<file path="src/rtl/wbc_vic_pri_pkg.sv">
// -----------------------------------------------------------------------------
// wbc_vic_pkg
// Shared definitions for the vectored interrupt controller (wbc_vic_pri).
//   VEC_W       : width of one interrupt vector
//   PW_DEFAULT  : default width of one channel priority field
//   MAX_N       : largest supported channel count
//   MAX_BITS    : width of the widest packed per-channel array
//   state_t     : vector-fetch handshake states
//   getField()  : extracts field idx of width w from a packed array
// -----------------------------------------------------------------------------
package wbc_vic_pkg;

    localparam int VEC_W      = 16;
    localparam int PW_DEFAULT = 3;
    localparam int MAX_N      = 32;
    localparam int MAX_BITS   = MAX_N * VEC_W;

    typedef enum logic [1:0] {
        IDLE = 2'd0,
        REQ  = 2'd1,
        ACK  = 2'd2
    } state_t;

    // Callers zero-extend their packed array to MAX_BITS so one helper
    // serves both the vector array and the priority array.
    function automatic logic [VEC_W-1:0] getField(
        input logic [MAX_BITS-1:0] arr,
        input int                  idx,
        input int                  w
    );
        logic [MAX_BITS-1:0] shifted;
        logic [VEC_W-1:0]    mask;
        shifted = arr >> (idx * w);
        mask    = (w >= VEC_W) ? '1 : ((VEC_W'(1) << w) - VEC_W'(1));
        return shifted[VEC_W-1:0] & mask;
    endfunction

endpackage

</file>
<file path="src/rtl/wbc_vic_pri_if.sv">
// -----------------------------------------------------------------------------
// wbc_vic_pri_if
// CPU-side vector-fetch bus of the interrupt controller.
//   wb_irq_o : vectored interrupt request to the CPU
//   wb_dat_o : vector returned to the CPU
//   wb_stb_i : CPU vector-fetch strobe
//   wb_ack_o : vector-valid acknowledge
//   cpu_pri  : current CPU priority (PSW[7:5])
// Modports: master = CPU side, slave = controller side.
// -----------------------------------------------------------------------------
interface wbc_vic_pri_if
    import wbc_vic_pkg::*;
#(
    parameter int PW = PW_DEFAULT
);

    logic             wb_irq_o;
    logic [VEC_W-1:0] wb_dat_o;
    logic             wb_stb_i;
    logic             wb_ack_o;
    logic [PW-1:0]    cpu_pri;

    modport master (
        input  wb_irq_o,
        input  wb_dat_o,
        input  wb_ack_o,
        output wb_stb_i,
        output cpu_pri
    );

    modport slave (
        output wb_irq_o,
        output wb_dat_o,
        output wb_ack_o,
        input  wb_stb_i,
        input  cpu_pri
    );

endinterface

</file>
<file path="src/rtl/wbc_vic_pri_arb.sv">
// -----------------------------------------------------------------------------
// wbc_vic_arb
// Combinational priority arbiter.
//   i_elig : per-channel eligibility
//   i_ipri : packed per-channel priorities, channel i at [PW*i +: PW]
//   o_any  : at least one channel is eligible
//   o_win  : index of the eligible channel with the highest priority;
//            ties resolve to the lowest index
// -----------------------------------------------------------------------------
module wbc_vic_arb
    import wbc_vic_pkg::*;
#(
    parameter int N  = 4,
    parameter int PW = PW_DEFAULT,
    localparam int IW = (N > 1) ? $clog2(N) : 1
) (
    input  logic [N-1:0]    i_elig,
    input  logic [N*PW-1:0] i_ipri,
    output logic            o_any,
    output logic [IW-1:0]   o_win
);

    logic [MAX_BITS-1:0] w_ipriExt;
    logic [PW-1:0]       w_pri;
    logic [PW-1:0]       w_bestPri;
    logic                w_found;

    // Channels are scanned upward and only a strictly greater priority
    // replaces the current best, which gives the lowest index on a tie.
    always_comb begin
        w_ipriExt              = '0;
        w_ipriExt[N*PW-1:0]    = i_ipri;
        w_pri                  = '0;
        w_bestPri              = '0;
        w_found                = 1'b0;
        o_win                  = '0;
        for (int i = 0; i < N; i++) begin
            w_pri = PW'(getField(w_ipriExt, i, PW));
            if (i_elig[i] && (!w_found || (w_pri > w_bestPri))) begin
                w_found   = 1'b1;
                w_bestPri = w_pri;
                o_win     = IW'(i);
            end
        end
        o_any = w_found;
    end

endmodule

</file>
<file path="src/rtl/wbc_vic_pri.sv">
// -----------------------------------------------------------------------------
// wbc_vic_pri
// Vectored interrupt controller with per-channel priority, mask and
// level/edge mode for the Wishbone PDP-11 core.
//   wb_clk_i : system clock
//   wb_rst_i : asynchronous reset, active-high
//   bus      : CPU vector-fetch bus (irq, dat, stb, ack, cpu_pri)
//   ivec     : vector array, channel i at [16i+15:16i]
//   ipri     : priority array, channel i at [PW*i+PW-1:PW*i]
//   imask    : 1 = channel masked
//   ireq     : device request lines
//   iack     : one-cycle acknowledge to the granted device
// -----------------------------------------------------------------------------
module wbc_vic_pri
    import wbc_vic_pkg::*;
#(
    parameter int          N    = 4,
    parameter logic [N-1:0] EDGE = '0,
    parameter int          PW   = PW_DEFAULT
) (
    input  logic               wb_clk_i,
    input  logic               wb_rst_i,
    wbc_vic_pri_if.slave       bus,
    input  logic [N*VEC_W-1:0] ivec,
    input  logic [N*PW-1:0]    ipri,
    input  logic [N-1:0]       imask,
    input  logic [N-1:0]       ireq,
    output logic [N-1:0]       iack
);

    localparam int IW = (N > 1) ? $clog2(N) : 1;

    state_t              r_state;
    state_t              w_stateNext;
    logic [N-1:0]        r_ireqD;
    logic [N-1:0]        r_pend;
    logic [N-1:0]        w_pend;
    logic [N-1:0]        w_elig;
    logic                w_any;
    logic [IW-1:0]       w_win;
    logic [IW-1:0]       r_nvec;
    logic [IW-1:0]       w_nvecNext;
    logic                r_irq;
    logic                w_irqNext;
    logic                r_ack;
    logic                w_ackNext;
    logic [VEC_W-1:0]    r_dat;
    logic [VEC_W-1:0]    w_datNext;
    logic [N-1:0]        r_iack;
    logic [N-1:0]        w_iackNext;
    logic [MAX_BITS-1:0] w_ivecExt;

    // Edge channels latch a rising edge until their iack; a fresh edge in
    // the iack cycle keeps the channel pending. Level channels never latch.
    always_ff @(posedge wb_clk_i or posedge wb_rst_i) begin
        if (wb_rst_i) begin
            r_ireqD <= '0;
            r_pend  <= '0;
        end else begin
            r_ireqD <= ireq;
            r_pend  <= EDGE & ((r_pend & ~r_iack) | (ireq & ~r_ireqD));
        end
    end

    always_comb begin
        w_pend = (EDGE & r_pend) | (~EDGE & ireq);
    end

    // A channel competes only when pending, unmasked and strictly above
    // the CPU's current priority.
    always_comb begin
        w_elig = '0;
        for (int i = 0; i < N; i++) begin
            w_elig[i] = w_pend[i] & ~imask[i] & (ipri[i*PW +: PW] > bus.cpu_pri);
        end
    end

    wbc_vic_arb #(
        .N  (N),
        .PW (PW)
    ) u_arb (
        .i_elig (w_elig),
        .i_ipri (ipri),
        .o_any  (w_any),
        .o_win  (w_win)
    );

    always_ff @(posedge wb_clk_i or posedge wb_rst_i) begin
        if (wb_rst_i) begin
            r_state <= IDLE;
        end else begin
            r_state <= w_stateNext;
        end
    end

    // ACK is held until the CPU releases stb, which guarantees an idle
    // cycle between consecutive acknowledges.
    always_comb begin
        w_stateNext = r_state;
        case (r_state)
            IDLE:    if (w_any) w_stateNext = REQ;
            REQ:     if (bus.wb_stb_i) w_stateNext = ACK;
                     else if (!w_any) w_stateNext = IDLE;
            ACK:     if (!bus.wb_stb_i) w_stateNext = IDLE;
            default: w_stateNext = IDLE;
        endcase
    end

    // Once stb is seen in REQ the vector is committed from the frozen
    // nvec, so the ack goes out even if the device has already let go.
    always_comb begin
        w_nvecNext = r_nvec;
        w_irqNext  = r_irq;
        w_ackNext  = 1'b0;
        w_datNext  = r_dat;
        w_iackNext = '0;
        w_ivecExt  = '0;
        w_ivecExt[N*VEC_W-1:0] = ivec;
        case (r_state)
            IDLE: begin
                w_irqNext = w_any;
                if (w_any) w_nvecNext = w_win;
            end
            REQ: begin
                if (bus.wb_stb_i) begin
                    w_datNext          = getField(w_ivecExt, int'(r_nvec), VEC_W);
                    w_ackNext          = 1'b1;
                    w_iackNext[r_nvec] = 1'b1;
                    w_irqNext          = 1'b0;
                end else begin
                    w_irqNext = w_any;
                    if (w_any) w_nvecNext = w_win;
                end
            end
            ACK: begin
                w_irqNext = 1'b0;
            end
            default: begin
                w_irqNext = 1'b0;
            end
        endcase
    end

    always_ff @(posedge wb_clk_i or posedge wb_rst_i) begin
        if (wb_rst_i) begin
            r_nvec <= '0;
            r_irq  <= 1'b0;
            r_ack  <= 1'b0;
            r_dat  <= '0;
            r_iack <= '0;
        end else begin
            r_nvec <= w_nvecNext;
            r_irq  <= w_irqNext;
            r_ack  <= w_ackNext;
            r_dat  <= w_datNext;
            r_iack <= w_iackNext;
        end
    end

    assign bus.wb_irq_o = r_irq;
    assign bus.wb_ack_o = r_ack;
    assign bus.wb_dat_o = r_dat;
    assign iack         = r_iack;

endmodule

</file>
<file path="src/flat_wrapper.sv">
// flat-port wrapper written by rule: the top's interface ports become plain ports
module wbc_vic_pri_flat import wbc_vic_pkg::*;
#(
    parameter int          N    = 4,
    parameter logic [N-1:0] EDGE = '0,
    parameter int          PW   = PW_DEFAULT
)
  (wb_clk_i, wb_rst_i, ivec, ipri, imask, ireq, iack, bus_wb_irq_o, bus_wb_dat_o, bus_wb_ack_o, bus_wb_stb_i, bus_cpu_pri);
  wbc_vic_pri_if #(.PW(PW)) bus_i ();
  input  logic wb_clk_i;
  input  logic wb_rst_i;
  input  logic [N*VEC_W-1:0] ivec;
  input  logic [N*PW-1:0] ipri;
  input  logic [N-1:0] imask;
  input  logic [N-1:0] ireq;
  output logic [N-1:0] iack;
  output wire logic [$bits(bus_i.wb_irq_o)-1:0] bus_wb_irq_o;
  output wire logic [$bits(bus_i.wb_dat_o)-1:0] bus_wb_dat_o;
  output wire logic [$bits(bus_i.wb_ack_o)-1:0] bus_wb_ack_o;
  input wire logic [$bits(bus_i.wb_stb_i)-1:0] bus_wb_stb_i;
  input wire logic [$bits(bus_i.cpu_pri)-1:0] bus_cpu_pri;
  assign bus_wb_irq_o = bus_i.wb_irq_o;
  assign bus_wb_dat_o = bus_i.wb_dat_o;
  assign bus_wb_ack_o = bus_i.wb_ack_o;
  assign bus_i.wb_stb_i = bus_wb_stb_i;
  assign bus_i.cpu_pri = bus_cpu_pri;
  wbc_vic_pri #(.N(N), .EDGE(EDGE), .PW(PW)) u_core (.wb_clk_i(wb_clk_i), .wb_rst_i(wb_rst_i), .bus(bus_i), .ivec(ivec), .ipri(ipri), .imask(imask), .ireq(ireq), .iack(iack));
endmodule
</file>
<file path="config.mk">
export PLATFORM = sky130hd
export DESIGN_NAME = wbc_vic_pri_flat
export DESIGN_NICKNAME = d
export VERILOG_FILES = /design/src/rtl/wbc_vic_pri_pkg.sv /design/src/rtl/wbc_vic_pri_if.sv /design/src/rtl/wbc_vic_pri_arb.sv /design/src/rtl/wbc_vic_pri.sv /design/src/flat_wrapper.sv
export SDC_FILE = /design/constraint.sdc
export NUM_CORES = 1
export LEC_CHECK = 0
export BUFFER_PORTS_ARGS = -buffer_cell sky130_fd_sc_hd__buf_2
export CORE_MARGIN = 2
export CORE_UTILIZATION = 45
export CTS_CLUSTER_SIZE = 10
export DETAILED_ROUTE_END_ITERATION = 10
export PLACE_DENSITY = 0.81
export SYNTH_ARGS = -nofsm -noshare
export SYNTH_HDL_FRONTEND = slang
export SYNTH_SLANG_ARGS = --single-unit
</file>
<file path="constraint.sdc">
create_clock -name wb_clk_i -period 2 [get_ports wb_clk_i]
set_clock_uncertainty 0.1 [all_clocks]
set_input_delay 0.4 -clock wb_clk_i [delete_from_list [all_inputs] [get_ports wb_clk_i]]
set_output_delay 0.4 -clock wb_clk_i [all_outputs]
set_load 0.1 [all_outputs]
</file>
==> impl_metrics.json, run 1 <==
{
  "die_h_um": 71.59,
  "slew_headroom_pct": 65.76,
  "cap_violations": 0,
  "period_minus_slack_ns": 4.562,
  "synth.avg_cell_area_um2": 11.81,
  "worst_r2r_path_depth": 3,
  "placement.io_buffers": 111,
  "ys_types": 44,
  "fin_crit_sh_pct": 228.1,
  "fin_util_pct": 73.63,
  "nFillCells": 290,
  "hpwl_um": 4859,
  "die_w_um": 71.59,
  "critPathKind": "input pin to flop",
  "rsz0062_at_grt": "yes",
  "setup_viol": 4,
  "place.gp.congestion": 0.9143,
  "post-route-drc-count": 0,
  "worstMarginPinSlew_ns": 0.5117,
  "grt_pass1_vias": 2121,
  "grt_max_degree": 27,
  "totalWireLength_um": 6464,
  "internal-power_mw": 1.757,
  "r2r-end": "u_core.bus.wb_dat_o[0]",
  "hold_violations": 0,
  "avgRoutedWirePerCell_um": 17.06,
  "avgViaCountPerCell": 5.704,
  "seq_power_share_pct": 21.1,
  "clk_pin_slew_worst_paths_ns": 0.08,
  "initial_core_util_pct": 46.89,
  "grt_pass1_wl_um": 9032,
  "coreArea_um2": 4384,
  "async_flop_share_pct": 100.0,
  "rrSetupSlack_ns": 0.35,
  "synth-edff-count": 0,
  "synth_flop_cell": "dfrtp_1",
  "tritoncts": "built",
  "finalSetupTns_ns": -5.360,
  "netlist_instances": 174,
  "max_freq_mhz": 219.2,
  "area_delta_synth_final_pct": 57.03,
  "peakVddDrop_uv": 658.1,
  "hp-class": "input pin to asynchronous set/reset pin",
  "p_sw_mw": 2.222,
  "p_leak_nw": 1.611,
  "pwr-share-clk_pct": 7.3,
  "p_comb_share_pct": 71.6,
  "arrival_ns": 4.61,
  "syn_nets": 285,
  "end_kind": "flop",
  "n_antenna_cell": 0,
  "ys.warnings.count": 0,
  "ys_seq_area_share_pct": 31.65,
  "vias": 2162,
  "cts_buffer_depth": 2,
  "slew_viol_final": 0,
  "required_ns": 2.05,
  "ys_seq_elements": 26,
  "grt_overflow": 0,
  "critPathMaxFanout": 4,
  "crit_start": "bus_cpu_pri[1]",
  "cts_made_buffers": 3,
  "htree_levels": 1,
  "setup_slack_ns": -2.562,
  "seqCellArea_um2": 650.6,
  "violations": "setup timing",
  "antenna_found_initial": 0,
  "cts-root-buf": "clkbuf_8",
  "drt_iter0_drc": 83,
  "syn-cell-area_um2": 2056,
  "sw_frac_of_total_pct": 55.85,
  "nNetsFinal": 440,
  "grt_usage_pct": 22.59,
  "pwr_density_cell_nw_per_um2": 1233,
  "die-area_um2": 5125,
  "drive_above_1_share_pct": 68.20,
  "multi_input_area_um2": 1475,
  "start_kind": "input pin",
  "row_count": 24,
  "dr.pass1.iters": 5,
  "pre_cts_slack_ns": -2.928,
  "numClockSinks": 26,
  "ant_nets": 0,
  "clkLatencyLatePin_ns": 0.27,
  "r2r-start": "u_core.r_nvec[0]",
  "ios": 112,
  "status": "finished with violations"
}
[logic make-up (layout without fill, tap and decap cells)]
kind of cell / after synthesis / in the layout / synth area share [%]
buffers and inverters: 24 / 177 / 5.416
xor gates and xnor gates: 1 / 1 / 0.4261
adders and majority gates: 21 / 21 / 12.78
and+or+nand+nor: 34 / 34 / 9.617
DFF: 26 / 26 / 31.65
AOI/OAI and AO/OA: 36 / 36 / 13.82
muxes: 32 / 32 / 26.29
[cell usage after synthesis (2+ instances only)]
library cell,number,area (um2)
a211o_1,4,35.03
o21ai_0,5,25.02
nor2_1,5,18.77
nor2b_1,3,18.77
nor4b_1,2,17.52
nand2_1,2,7.510
or2_1,2,12.51
ha_1,21,262.8
and3_1,3,18.77
o211ai_1,2,15.01
nor3_1,5,25.02
mux2_2,16,180.2
nand2b_1,2,12.51
a21oi_1,3,15.01
inv_1,16,60.06
mux4_2,16,360.4
buf_6,2,22.52
nand3_1,6,30.03
o31ai_1,2,15.01
and2_1,2,12.51
a211oi_1,2,15.01
o311ai_2,2,32.53
dfrtp_1,26,650.6
a32oi_1,3,26.28
a31oi_1,3,18.77
[power by group through the flow]
| stage | Clock (mW) | Combinational, mW | Sequential, mW |
|---|---|---|---|
| after floorplan | 0 | 0.908 | 2.15 |
| after global placement | 0 | 2.70 | 0.839 |
| after detailed placement | 0 | 2.75 | 0.851 |
| after CTS | 0.295 | 2.79 | 0.840 |
| after global routing | 0.308 | 2.96 | 0.859 |
| final | 0.292 | 2.85 | 0.840 |
[metal layers]
metal  vias up  GRT usage [%]  part of all wire [%]
li1        984              -                     -
met1      1048          20.07                    32
met2       113          48.15                    58
met3        17          3.797                   7.7
met4         0          9.015                   2.9
met5         -              0                     0
[critical path, cell delays in order]
cell	delay [ns]
buf_8	0.07
clkinvlp_4	0.09
ha_4	0.28
nor2b_4	0.19
o311ai_4	0.13
nor3_4	0.21
ha_2	0.21
inv_2	0.04
a211o_1	0.32
a211o_1	0.32
and3_4	0.21
nor2_4	0.12
ha_4	0.21
nor2b_4	0.12
o21ai_2	0.14
a32o_2	0.23
a21oi_4	0.09
o31ai_2	0.31
ha_1	0.30
nor2b_1	0.13
o21ai_1	0.12
nand2b_1	0.06
a31oi_1	0.18
a32oi_1	0.13
[sequential cells by signal, indices dropped and copies added, names as in the netlist]
signal and flops:
u_core.r_state 2, u_core.bus.wb_dat_o 16, u_core.r_nvec 2, u_core.bus.wb_ack_o 1
u_core.iack 4, u_core.bus.wb_irq_o 1
[placed cells by master (no fill, tap or decap), types with 2 or more instances in the layout]
cell / n
ha_1: 15
or2_1: 2
nand3_2: 2
a31oi_1: 2
a211oi_1: 2
nor2b_4: 2
mux4_2: 16
ha_4: 4
buf_4: 42
a211o_1: 4
o31ai_4: 2
buf_2: 110
dfrtp_1: 26
o21ai_1: 2
clkbuf_8: 3
o211ai_1: 2
inv_2: 2
and3_4: 2
nand3_1: 4
buf_6: 2
nand2_1: 2
ha_2: 2
nand2b_1: 2
nor2_1: 4
inv_1: 14
mux2_2: 16
nor4b_1: 2
o21ai_0: 3
nor3_1: 4
a21oi_1: 2
a32oi_1: 3
nor2b_1: 2
[final cells by class]
class,instances,area share [%]
multi-input combinational,124,45.70
timing repair buffer,156,28.60
sequential,26,20.16
inverter,18,2.248
tap,52,2.016
clock buffer,3,1.279
[through the flow]
stage | hold slack (ns) | cell area, um2 | cells | power, mW
6_report | 0.07681 | 3228 | 379 | 3.980
5_1_grt | 0.1203 | 3228 | 379 | 4.123
4_1_cts | 0.09330 | 3069 | 374 | 3.922
3_5_place_dp | 0.3850 | 2937 | 367 | 3.599
3_3_place_gp | 0.3622 | 2937 | 367 | 3.540
2_1_floorplan | 0.3400 | 2076 | 174 | 3.058
[how the worst max path moves through the flow]
stage / to / slack (ns) / cells after the start
6_report: u_core.r_nvec[0] / -2.56 / 24
2_1_floorplan: u_core.r_nvec[0] / -2.48 / 22
4_1_cts: u_core.r_nvec[0] / -2.30 / 23
5_1_grt: u_core.r_nvec[0] / -2.71 / 24
3_5_place_dp: u_core.r_nvec[0] / -2.93 / 23
3_3_place_gp: u_core.r_nvec[0] / -2.71 / 23
[repair_timing]
item	CTS	global route
buffers inserted	4	5
hold buffers	0	0
cloned	0	0
pin swaps	10	8
setup endpoints to repair	4	4
resized for setup	10	21
Note: power is estimated with default switching activity, not from simulation.
==> inputs of run 2 (changes only) <==
Settings changed: GPL_TIMING_DRIVEN from default to 0.
==> impl_metrics.json, run 2 (same netlist as run 1, synthesis figures left out) <==
{
  "n_antenna_cell": 0,
  "cts_made_buffers": 3,
  "grt_max_degree": 27,
  "critPathKind": "input pin to flop",
  "dp_cells": 337,
  "hp-class": "input pin to asynchronous set/reset pin",
  "p_leak_nw": 1.478,
  "clkLatencyLatePin_ns": 0.27,
  "avgViaCountPerCell": 5.676,
  "worst_r2r_path_depth": 4,
  "violations": "setup timing",
  "drive_above_1_share_pct": 66.01,
  "fin_crit_sh_pct": 224.2,
  "ios": 112,
  "hold_violations": 0,
  "cap_violations": 0,
  "cts_buffer_depth": 2,
  "finalSetupTns_ns": -5.495,
  "grt_pass1_vias": 2016,
  "nNetsFinal": 416,
  "seqCellArea_um2": 650.6,
  "numClockSinks": 26,
  "die_h_um": 71.59,
  "hold_slack_ns": 0.2420,
  "cts-root-buf": "clkbuf_8",
  "start_kind": "input pin",
  "die_w_um": 71.59,
  "mostFrequentLayoutCells": "buf_2, dfrtp_1, mux4_2, mux2_2",
  "ant_nets": 0,
  "tritoncts": "built",
  "post-route-drc-count": 0,
  "vias": 2015,
  "max_freq_mhz": 223.0,
  "critPathMaxFanout": 4,
  "placement.io_buffers": 111,
  "rsz0062_at_grt": "yes",
  "hpwl_um": 4420,
  "setup_viol": 4,
  "period_minus_slack_ns": 4.484,
  "grt_usage_pct": 21.32,
  "coreArea_um2": 4384,
  "peakVddDrop_uv": 643.2,
  "clk_pin_slew_worst_paths_ns": 0.08,
  "antenna_found_initial": 0,
  "status": "finished with violations",
  "largest_reg_flops": 16,
  "pre_cts_slack_ns": -3.061,
  "grt_overflow": 0,
  "avgRoutedWirePerCell_um": 16.40,
  "setup_slack_ns": -2.484,
  "slew_viol_final": 0,
  "worstMarginPinSlew_ns": 0.9675,
  "area_delta_synth_final_pct": 49.36,
  "totalWireLength_um": 5823,
  "fin_util_pct": 70.03,
  "cts_hold_buf": 0,
  "htree_levels": 1,
  "row_count": 24,
  "final_cells": 355,
  "arrival_ns": 4.53,
  "required_ns": 2.04,
  "dpl-instance-area_um2": 2696,
  "slew_headroom_pct": 35.43,
  "drt_iter0_drc": 35,
  "nFillCells": 316,
  "end_kind": "flop",
  "die-area_um2": 5125,
  "pwr_density_cell_nw_per_um2": 1275,
  "grt_pass1_wl_um": 8687,
  "initial_core_util_pct": 46.89,
  "final_area_um2": 3070,
  "total_power_mw": 3.914,
  "final_common_cell": "buf_2",
  "place.gp.congestion": 0.8343,
  "multi_input_area_um2": 1513,
  "dr.pass1.iters": 4
}
-- run 2: changes by cell type in the layout (fill, tap and decap cells not counted), moves of 2 or more --
cell	before	now
buf_4	42	13
buf_6	2	6
nor2_2	0	2
nor2b_2	0	2
-- run 2: where the power goes --
part           switching [mW]  total [mW]  internal [mW]
clock                   0.152       0.287          0.135
combinational            1.95        2.80          0.845
sequential             0.0969       0.831          0.734
total                    2.20        3.91           1.71
-- run 2: repair_timing --
item / 4_1_cts / 5_1_grt
pin swaps: 18 / 10
buffers inserted: 11 / 4
gates cloned: 0 / 0
hold endpoints to repair: 0 / 0
setup endpoints to repair: 4 / 4
gates resized for setup: 17 / 18
-- run 2: final timing paths --
path,to,startpoint,slack (ns)
max in group asynchronous,u_core.bus.wb_dat_o[5],wb_rst_i,0.97
worst min-delay path,u_core.bus.wb_dat_o[0],wb_rst_i,0.24
worst max-delay path,u_core.r_nvec[1],bus_cpu_pri[1],-2.48
worst min register to register,u_core.bus.wb_dat_o[2],u_core.bus.wb_dat_o[2],0.40
min in group wb_clk_i,u_core.r_state[1],bus_wb_stb_i,0.27
worst max register to register,u_core.bus.wb_dat_o[14],u_core.r_nvec[1],0.09
-- run 2: final cells by class --
class                   instances  share of cell area [%]
flip-flops and latches         26                   21.19
repair buffers                126                   22.33
clock buffers                   3                   1.345
multi-input cells             124                   49.27
well taps                      52                   2.119
plain buffers                   6                   1.385
inverters                      18                   2.363
-- run 2: worst max-delay path: stages --
cell        delay [ns]
buf_6             0.08
clkinvlp_4        0.09
ha_4              0.28
nor2b_4           0.20
o311a_4           0.21
nand3_2           0.11
ha_1              0.22
a211o_1           0.29
a211o_1           0.35
and3_4            0.17
or2_1             0.21
ha_2              0.18
nor2b_2           0.11
o21ai_2           0.06
a32o_2            0.28
a211o_1           0.29
o31ai_2           0.07
ha_1              0.27
nor2b_1           0.13
o21ai_1           0.12
nand2b_1          0.08
a31oi_2           0.19
a32oi_1           0.12
-- run 2: per-layer routing --
layer / vias to the layer above / GRT usage (%) / wire length (um)
met5: - / 0 / 0
met4: 0 / 7.757 / 101
met3: 10 / 3.094 / 450
met2: 89 / 43.11 / 3136
met1: 985 / 21.66 / 2135
li1: 931 / - / -
==> inputs of run 3 (changes only) <==
Settings changed: SETUP_SLACK_MARGIN from default to 0.4.
==> impl_metrics.json, run 3 (same netlist as run 1, synthesis figures left out) <==
{
  "seq_power_share_pct": 19.5,
  "largest_reg_flops": 16,
  "drive_above_1_share_pct": 67.53,
  "grt_max_degree": 27,
  "final_common_cell": "buf_2",
  "final_cells": 360,
  "period_minus_slack_ns": 4.551,
  "start_kind": "input pin",
  "cts_buffer_depth": 2,
  "hold_violations": 0,
  "internal-power_mw": 2.007,
  "slew_viol_final": 0,
  "nNetsFinal": 421,
  "placement.io_buffers": 111,
  "ios": 112,
  "antenna_found_initial": 0,
  "dp_cells": 337,
  "p_leak_nw": 1.580,
  "cp_slowest_stage_delay_ns": 0.35,
  "row_count": 24,
  "pwr_density_cell_nw_per_um2": 1332,
  "p_sw_mw": 2.303,
  "end_kind": "flop",
  "numClockSinks": 26,
  "ant_nets": 0,
  "die_w_um": 71.59,
  "slowest_stage": "a211o_1",
  "crit_chain": "buf_6 > clkinvlp_4 > ha_4 > nor2b_4 > o311a_4 > nand3_4 > ha_4 > a211o_1 > a211o_1 > and3_4 > or2_1 > ha_2 > nor2b_1 > o21ai_1 > a32o_2 > a211o_1 > o31ai_4 > ha_4 > nor2b_4 > o21ai_2 > nand2b_1 > a31oi_2 > a32oi_1",
  "r2r-end": "u_core.bus.wb_dat_o[12]",
  "setup_viol": 4,
  "violations": "setup timing",
  "grt_usage_pct": 22.98,
  "clk_pin_slew_worst_paths_ns": 0.08,
  "cap_violations": 0,
  "fin_crit_sh_pct": 227.6,
  "peakVddDrop_uv": 614.6,
  "status": "finished with violations",
  "sw_frac_of_total_pct": 53.42,
  "mostFrequentLayoutCells": "buf_2, dfrtp_1, buf_4",
  "clkLatencyLatePin_ns": 0.26,
  "initial_core_util_pct": 46.89,
  "htree_levels": 1,
  "arrival_ns": 4.59,
  "dr.pass1.iters": 4,
  "p_comb_share_pct": 73.9,
  "grt_pass1_vias": 2122,
  "avgViaCountPerCell": 5.628,
  "setup_slack_ns": -2.551,
  "post-route-drc-count": 0,
  "critPathMaxFanout": 4,
  "rsz0062_at_grt": "yes",
  "worst_r2r_path_depth": 4,
  "cts_hold_buf": 0,
  "hpwl_um": 4436,
  "n_antenna_cell": 0,
  "place.gp.congestion": 0.8783,
  "cts-root-buf": "clkbuf_8",
  "rrSetupSlack_ns": 0.37,
  "seqCellArea_um2": 650.6,
  "area_delta_synth_final_pct": 57.39,
  "avgRoutedWirePerCell_um": 17.06,
  "r2r-start": "u_core.r_nvec[0]",
  "grt_pass1_wl_um": 9397,
  "worstMarginPinSlew_ns": 0.9543,
  "coreArea_um2": 4384,
  "max_freq_mhz": 219.7,
  "drt_iter0_drc": 82,
  "hp-class": "input pin to asynchronous set/reset pin",
  "die-area_um2": 5125,
  "pwr-share-clk_pct": 6.5,
  "multi_input_area_um2": 1570,
  "die_h_um": 71.59,
  "nFillCells": 291,
  "totalWireLength_um": 6140,
  "finalSetupTns_ns": -5.137,
  "cts_made_buffers": 3,
  "grt_overflow": 0,
  "critPathKind": "input pin to flop",
  "slew_headroom_pct": 36.31,
  "tritoncts": "built",
  "required_ns": 2.04,
  "vias": 2026
}
==> run 3: power by group through the flow <==
stage | logic, mW | clock network (mW) | registers [mW]
final | 3.19 | 0.282 | 0.843
after CTS | 3.07 | 0.294 | 0.834
after floorplan | 0.924 | 0 | 2.15
after global placement | 2.67 | 0 | 0.826
after global routing | 3.32 | 0.306 | 0.868
after detailed placement | 2.72 | 0 | 0.840
==> run 3: area by class of cell <==
class                   count  share of cell area, %
repair buffers            131                  23.43
inverters                  18                  2.398
flip-flops and latches     26                  20.11
multi-input cells         124                  48.53
plain buffers               6                  2.243
well taps                  52                  2.011
clock buffers               3                  1.276
==> run 3: repair_timing <==
item | 4_1_cts | 5_1_grt
resized for setup | 46 | 15
gates cloned | 1 | 0
pin swaps | 20 | 16
setup endpoints to repair | 13 | 21
buffers inserted | 12 | 7
==> run 3: how the worst max path moves through the flow <==
stage                     slack, ns           start               end
after CTS                     -2.42  bus_cpu_pri[1]  u_core.r_nvec[0]
final                         -2.55  bus_cpu_pri[1]  u_core.r_nvec[0]
after floorplan               -2.48  bus_cpu_pri[1]  u_core.r_nvec[0]
after detailed placement      -3.05  bus_cpu_pri[1]  u_core.r_nvec[0]
after global placement        -3.01  bus_cpu_pri[1]  u_core.r_nvec[1]
after global routing          -2.74  bus_cpu_pri[1]  u_core.r_nvec[0]
==> run 3: critical path: cells and delay by family <==
family	cells	cell delay (ns)
AO/OA/AOI/OAI	10	2.24
adder cells (fa/ha/maj)	4	0.86
AND/OR/NAND/NOR	7	0.92
buffers and inverters	2	0.17
==> run 3: stage by stage <==
| step | total power, mW | utilization (%) | setup slack [ns] | cell area [um2] | hold slack (ns) |
|---|---|---|---|---|---|
| finish | 4.310 | 73.80 | -2.551 | 3236 | 0.2436 |
| global route | 4.493 | 73.80 | -2.740 | 3236 | 0.2742 |
| floorplan | 3.073 | - | -2.477 | 2086 | 0.3400 |
| CTS | 4.199 | 70.78 | -2.420 | 3103 | 0.2640 |
| global placement | 3.500 | 61.73 | -3.006 | 2706 | 0.3867 |
| detailed placement | 3.556 | 61.73 | -3.051 | 2706 | 0.3899 |
==> run 3: per-layer routing <==
layer / routed length (um) / vias to the layer above / global-route usage [%]
li1: - / 953 / -
met1: 2184 / 986 / 24.89
met2: 3386 / 81 / 45.78
met3: 486 / 6 / 3.094
met4: 82 / 0 / 6.499
met5: 0 / - / 0
